**src/rtl/uart_pkg.sv**
```systemverilog
// Shared UART definitions: FSM state encoding, bit-timing helper and break length.
// The PARITY state exists only when UART_TX_PARITY_EN is defined.
package uart_pkg;

    typedef enum logic [2:0] {
        IDLE,
        START,
        DATA,
`ifdef UART_TX_PARITY_EN
        PARITY,
`endif
        STOP,
        BREAK
    } state_t;

    localparam int DEFAULT_PAYLOAD_BITS = 8;
    localparam int BREAK_BITS = DEFAULT_PAYLOAD_BITS + 2;

    function automatic int cycles_per_bit(input int clk_hz, input int bit_rate);
        return clk_hz / bit_rate;
    endfunction

    function automatic int break_bits(input int payload_bits);
        return payload_bits + 2;
    endfunction

endpackage

```
**src/rtl/uart_baud_counter.sv**
```systemverilog
// Bit-period cycle counter: counts 0..CYCLES_PER_BIT-1 while run, held at 0 by clear.
// bit_end pulses for one cycle on the last cycle of each bit; no backpressure.
module uart_baud_counter #(
    parameter int CYCLES_PER_BIT = 2
) (
    input  logic clk,
    input  logic rst,
    input  logic clear,
    input  logic run,
    output logic bit_end
);

    localparam int CW = (CYCLES_PER_BIT > 1) ? $clog2(CYCLES_PER_BIT) : 1;
    localparam logic [CW-1:0] LAST = CW'(CYCLES_PER_BIT - 1);

    logic [CW-1:0] cnt;

    assign bit_end = run && !clear && (cnt == LAST);

    always_ff @(posedge clk) begin
        if (rst || clear) begin
            cnt <= '0;
        end else if (run) begin
            cnt <= bit_end ? '0 : cnt + CW'(1);
        end
    end

endmodule

```
**src/rtl/uart_tx_framer.sv**
```systemverilog
// UART transmitter: start, LSB-first data, optional even parity (UART_TX_PARITY_EN), stop; plus BREAK.
// Line and ready change on the accept edge; ready is low for the whole frame, inputs ignored while busy.
module uart_tx_framer
    import uart_pkg::*;
#(
    parameter int CLK_HZ       = 100000000,
    parameter int BIT_RATE     = 9600,
    parameter int PAYLOAD_BITS = 8,
    parameter int STOP_BITS    = 1
) (
    input  logic                    clk,
    input  logic                    rst,
    input  logic                    uart_tx_en,
    input  logic [PAYLOAD_BITS-1:0] uart_tx_data,
    input  logic                    uart_tx_valid,
    output logic                    uart_tx_ready,
    input  logic                    uart_tx_break,
    output logic                    uart_txd
);

    localparam int CPB  = cycles_per_bit(CLK_HZ, BIT_RATE);
    localparam int NBRK = break_bits(PAYLOAD_BITS);
    localparam int BCW  = $clog2(PAYLOAD_BITS + 2);

    localparam logic [BCW-1:0] LAST_DATA = BCW'(PAYLOAD_BITS - 1);
    localparam logic [BCW-1:0] LAST_BRK  = BCW'(NBRK - 1);
    localparam logic [BCW-1:0] LAST_STOP = BCW'(STOP_BITS - 1);

    state_t                  state, state_next;
    logic                    txd_q, txd_next;
    logic [PAYLOAD_BITS-1:0] shift_q, shift_next;
    logic [BCW-1:0]          bit_cnt_q, bit_cnt_next;
    logic                    bit_end;

`ifdef UART_TX_PARITY_EN
    logic parity_q, parity_next;
`endif

    assign uart_tx_ready = (state == IDLE) && uart_tx_en;
    assign uart_txd      = txd_q;

    uart_baud_counter #(
        .CYCLES_PER_BIT(CPB)
    ) u_baud (
        .clk    (clk),
        .rst    (rst),
        .clear  (state == IDLE),
        .run    (state != IDLE),
        .bit_end(bit_end)
    );

    always_ff @(posedge clk) begin
        if (rst) begin
            state     <= IDLE;
            txd_q     <= 1'b1;
            shift_q   <= '0;
            bit_cnt_q <= '0;
`ifdef UART_TX_PARITY_EN
            parity_q  <= 1'b0;
`endif
        end else begin
            state     <= state_next;
            txd_q     <= txd_next;
            shift_q   <= shift_next;
            bit_cnt_q <= bit_cnt_next;
`ifdef UART_TX_PARITY_EN
            parity_q  <= parity_next;
`endif
        end
    end

    // txd_next is the level of the state being entered, so the line is registered with no lag.
    always_comb begin
        state_next   = state;
        txd_next     = txd_q;
        shift_next   = shift_q;
        bit_cnt_next = bit_cnt_q;
`ifdef UART_TX_PARITY_EN
        parity_next  = parity_q;
`endif
        case (state)
            IDLE: begin
                txd_next     = 1'b1;
                bit_cnt_next = '0;
                if (uart_tx_en) begin
                    if (uart_tx_break) begin
                        state_next = BREAK;
                        txd_next   = 1'b0;
                    end else if (uart_tx_valid) begin
                        state_next  = START;
                        txd_next    = 1'b0;
                        shift_next  = uart_tx_data;
`ifdef UART_TX_PARITY_EN
                        parity_next = ^uart_tx_data;
`endif
                    end
                end
            end
            START: begin
                if (bit_end) begin
                    state_next   = DATA;
                    txd_next     = shift_q[0];
                    bit_cnt_next = '0;
                end
            end
            DATA: begin
                if (bit_end) begin
                    shift_next = shift_q >> 1;
                    if (bit_cnt_q == LAST_DATA) begin
`ifdef UART_TX_PARITY_EN
                        state_next = PARITY;
                        txd_next   = parity_q;
`else
                        state_next = STOP;
                        txd_next   = 1'b1;
`endif
                        bit_cnt_next = '0;
                    end else begin
                        bit_cnt_next = bit_cnt_q + BCW'(1);
                        txd_next     = shift_next[0];
                    end
                end
            end
`ifdef UART_TX_PARITY_EN
            PARITY: begin
                if (bit_end) begin
                    state_next   = STOP;
                    txd_next     = 1'b1;
                    bit_cnt_next = '0;
                end
            end
`endif
            STOP: begin
                if (bit_end) begin
                    if (bit_cnt_q == LAST_STOP) begin
                        state_next = IDLE;
                        txd_next   = 1'b1;
                    end else begin
                        bit_cnt_next = bit_cnt_q + BCW'(1);
                    end
                end
            end
            BREAK: begin
                if (bit_end) begin
                    if (bit_cnt_q == LAST_BRK) begin
                        // Reuse STOP for the trailing stop bit, preloaded so exactly one bit remains.
                        state_next   = STOP;
                        txd_next     = 1'b1;
                        bit_cnt_next = LAST_STOP;
                    end else begin
                        bit_cnt_next = bit_cnt_q + BCW'(1);
                    end
                end
            end
            default: begin
                state_next = IDLE;
                txd_next   = 1'b1;
            end
        endcase
    end

endmodule

```
**config.mk**
```make
export PLATFORM = sky130hd
export DESIGN_NAME = uart_tx_framer
export DESIGN_NICKNAME = d
export VERILOG_FILES = /design/src/rtl/uart_pkg.sv /design/src/rtl/uart_baud_counter.sv /design/src/rtl/uart_tx_framer.sv
export SDC_FILE = /design/constraint.sdc
export NUM_CORES = 1
export LEC_CHECK = 0
export ABC_CLOCK_PERIOD_IN_PS = 4940
export CELL_PAD_IN_SITES_DETAIL_PLACEMENT = 0
export CELL_PAD_IN_SITES_GLOBAL_PLACEMENT = 2
export CORE_MARGIN = 10
export CORE_UTILIZATION = 38
export DETAILED_ROUTE_END_ITERATION = 12
export GPL_TIMING_DRIVEN = 0
export HOLD_SLACK_MARGIN = 0.05
export PLACE_DENSITY_LB_ADDON = 0.1
export SYNTH_ARGS = -nofsm -noshare
export SYNTH_HDL_FRONTEND = slang
export SYNTH_SLANG_ARGS = --single-unit
```
**constraint.sdc**
```tcl
create_clock -name clk -period 4.94 [get_ports clk]
set_input_delay 1.235 -clock clk [delete_from_list [all_inputs] [get_ports clk]]
set_output_delay 1.235 -clock clk [all_outputs]
set_load 0.01 [all_outputs]
```
==> reports/qor.yml <==
run_status:
  status: "complete, no violations"
critical_path:
  crit_type: "in2out"
  critPathCaptureType: "output pin"
  start_kind: "primary input"
  cp_data_required_time_ns: 3.70
  worst_r2r_path_depth: 6
  critical_path_arrival_ns: 2.40
  path_max_fanout: 3
placed_design:
  portBuffers: 13
  gp_congestion: 0.824
  hpwl_um: 2870
  pre_cts_slack_ns: 1.29
sta:
  finalWorstSetupSlack_ns: 1.31
  post-route-period-util_pct: 73.5
  finalSetupViolCount: 0
  hold_violations: 0
  clock.fmax_mhz: 275
  timing.final.crit_period_ns: 3.63
  final_max_slew_viol_count: 0
  rsz0062_at_grt: "false"
  slew_headroom_pct: 52.8
  tightest_slew_ns: 0.703
  skew_ns: 0.00807
  tns_ns: 0
pwr:
  p_per_area_nw_per_um2: 452
  leakagePower_uw: 0.000696
  ir_worst_vdd_mv: 0.168
global_route:
  grt_overflow: 0
  first_global_vias: 1362
  grtUsageTotal_pct: 10.6
  grt_first_pass_wirelength_um: 6470
  met1_usage_pct: 14.0
  antenna_found_initial: 0
  met2_usage_pct: 14.8
  grt_max_degree: 11
  top_usage_layer: "met2"
  met3_usage_pct: 3.94
yosys:
  synthDistinctLibCells: 54
  yosys_register_bits: 30
  synth_top_area_share_pct: 35.8
  avgSynthCellArea_um2: 8.84
  ys_seq_area_share_pct: 35.8
  synth-edff-count: 0
  syn_inst: 190
  synth-main-ff-cell: "dfxtp_1"
  ys_top_cells_by_area: "dfxtp_1 36%, mux2i_1 4.8%, a21oi_1 4.5%"
  async_flop_share_pct: 0
  synth_top_cell_by_area: "dfxtp_1"
  synth_nets: 207
  synth_area_um2: 1680
  ys_warn_count: 0
die:
  die_w_um: 86.5
  die_y_um: 86.5
  dieArea_um2: 7480
  core_area_um2: 4320
  placementRows: 24
  initial_utilization_pct: 38.8
  pin_count: 15
clock_tree:
  cts-buffers-inserted: 5
  root_buffer: "clkbuf_8"
  clk-insertion-delay-late_ns: 0.28
  cts_tree: "yes"
  htree_levels: 2
  clock-sinks: 30
  post_cts_buffers: 0
  cts_resized: 0
  clk_path_buf_depth: 2
  cts_hold_buf: 0
  clk_pin_slew_ns: 0.06
min_path:
  min_path_cells: 1
  worstHoldPathType: "reg2reg"
run:
  drv_cap: 0
cells_and_area:
  multi_input_area_um2: 996
  num-fill-cells: 428
  drive_gt1_share_pct: 11.9
  regArea_um2: 601
  antennaDiodeCount: 0
  final_common_cell: "dfxtp_1"
  nets: 227
  mostFrequentLayoutCells: "30 x dfxtp_1, 20 x nor2_1, 15 x a21oi_1"
  syn_to_final_growth_pct: 18.3
routing:
  vias: 1432
  wl_per_cell_um: 14.6
  first_pass_iters: 4
  via_per_inst: 5.47
  drt-initial-drc-count: 76
  routed_wl_um: 3810
  drc_errors: 0
  ant_nets: 0
[kinds of logic after synthesis]
kind of cell               after synthesis  synth area share, %
muxes                                    8                 4.77
and+or+nand+nor                         71                 23.6
adders and majority gates                4                 2.98
DFF                                     30                 35.8
xor gates and xnor gates                11                 5.74
buffers and inverters                   17                 4.92
AOI/OAI and AO/OA                       49                 22.2
[per-layer routing]
layer,wire length (um),share of wire [%]
met1,1960,51
met2,1610,42
met3,172,4.5
met4,79,2.1
met5,0,0
[critical path, cell delays in order]
cell             delay [ns]
clkdlybuf4s50_1        0.48
and2_1                 0.14
clkdlybuf4s50_1        0.54
[layout make-up]
class                      instances  area share, %
clock inverter                     1           1.51
tap                               52           3.27
timing repair buffer              13           6.55
buffer                             9           2.64
sequential                        30           30.2
multi-input combinational        143           50.1
inverter                           8           1.51
clock buffer                       6           4.16
[flip-flops by register name, indices dropped and copies added, names as in the netlist]
register	cells
u_baud.cnt	14
state	3
bit_cnt_q	4
shift_q	8
uart_txd	1
[through the flow]
step	instances	total power, uW	utilization (%)	area [um2]	hold slack [ns]
floorplan	190	562	-	1680	0.430
global placement	255	648	43.3	1870	0.447
detailed placement	255	652	43.3	1870	0.455
CTS	262	908	45.9	1990	0.471
global route	262	957	45.9	1990	0.482
finish	262	898	45.9	1990	0.465
[final timing paths]
| kind | from | to | slack, ns |
|---|---|---|---|
| min | u_baud.cnt[0]$_SDFFE_PP0N_ | u_baud.cnt[0]$_SDFFE_PP0N_ | 0.46 |
| min reg2reg | u_baud.cnt[0]$_SDFFE_PP0N_ | u_baud.cnt[0]$_SDFFE_PP0N_ | 0.46 |
| max | uart_tx_en | uart_tx_ready | 1.31 |
| max reg2reg | u_baud.cnt[0]$_SDFFE_PP0N_ | bit_cnt_q[3]$_SDFFE_PP0P_ | 2.98 |
[power by group]
| part | leakage (uW) | switching, uW | internal, uW |
|---|---|---|---|
| logic | 0.000395 | 205 | 146 |
| clock network | 0.0000573 | 90.9 | 161 |
| registers | 0.000243 | 24.0 | 271 |
[synthesized netlist by cell type (2+ instances only)]
cell,count
nor3b_1,3
inv_1,8
nor3_1,6
or3_1,2
nand3_1,8
a22o_1,3
ha_1,4
mux2i_1,8
xnor2_1,7
clkbuf_1,2
a21oi_1,15
dfxtp_1,30
nand4b_1,2
a21o_1,2
a311oi_1,7
nor2_1,20
o21ai_0,5
a31oi_1,2
and3_1,2
buf_4,2
xor2_1,4
nor2b_1,2
buf_2,3
nand2_1,13
No activity file was read; power rests on OpenSTA's default activity.
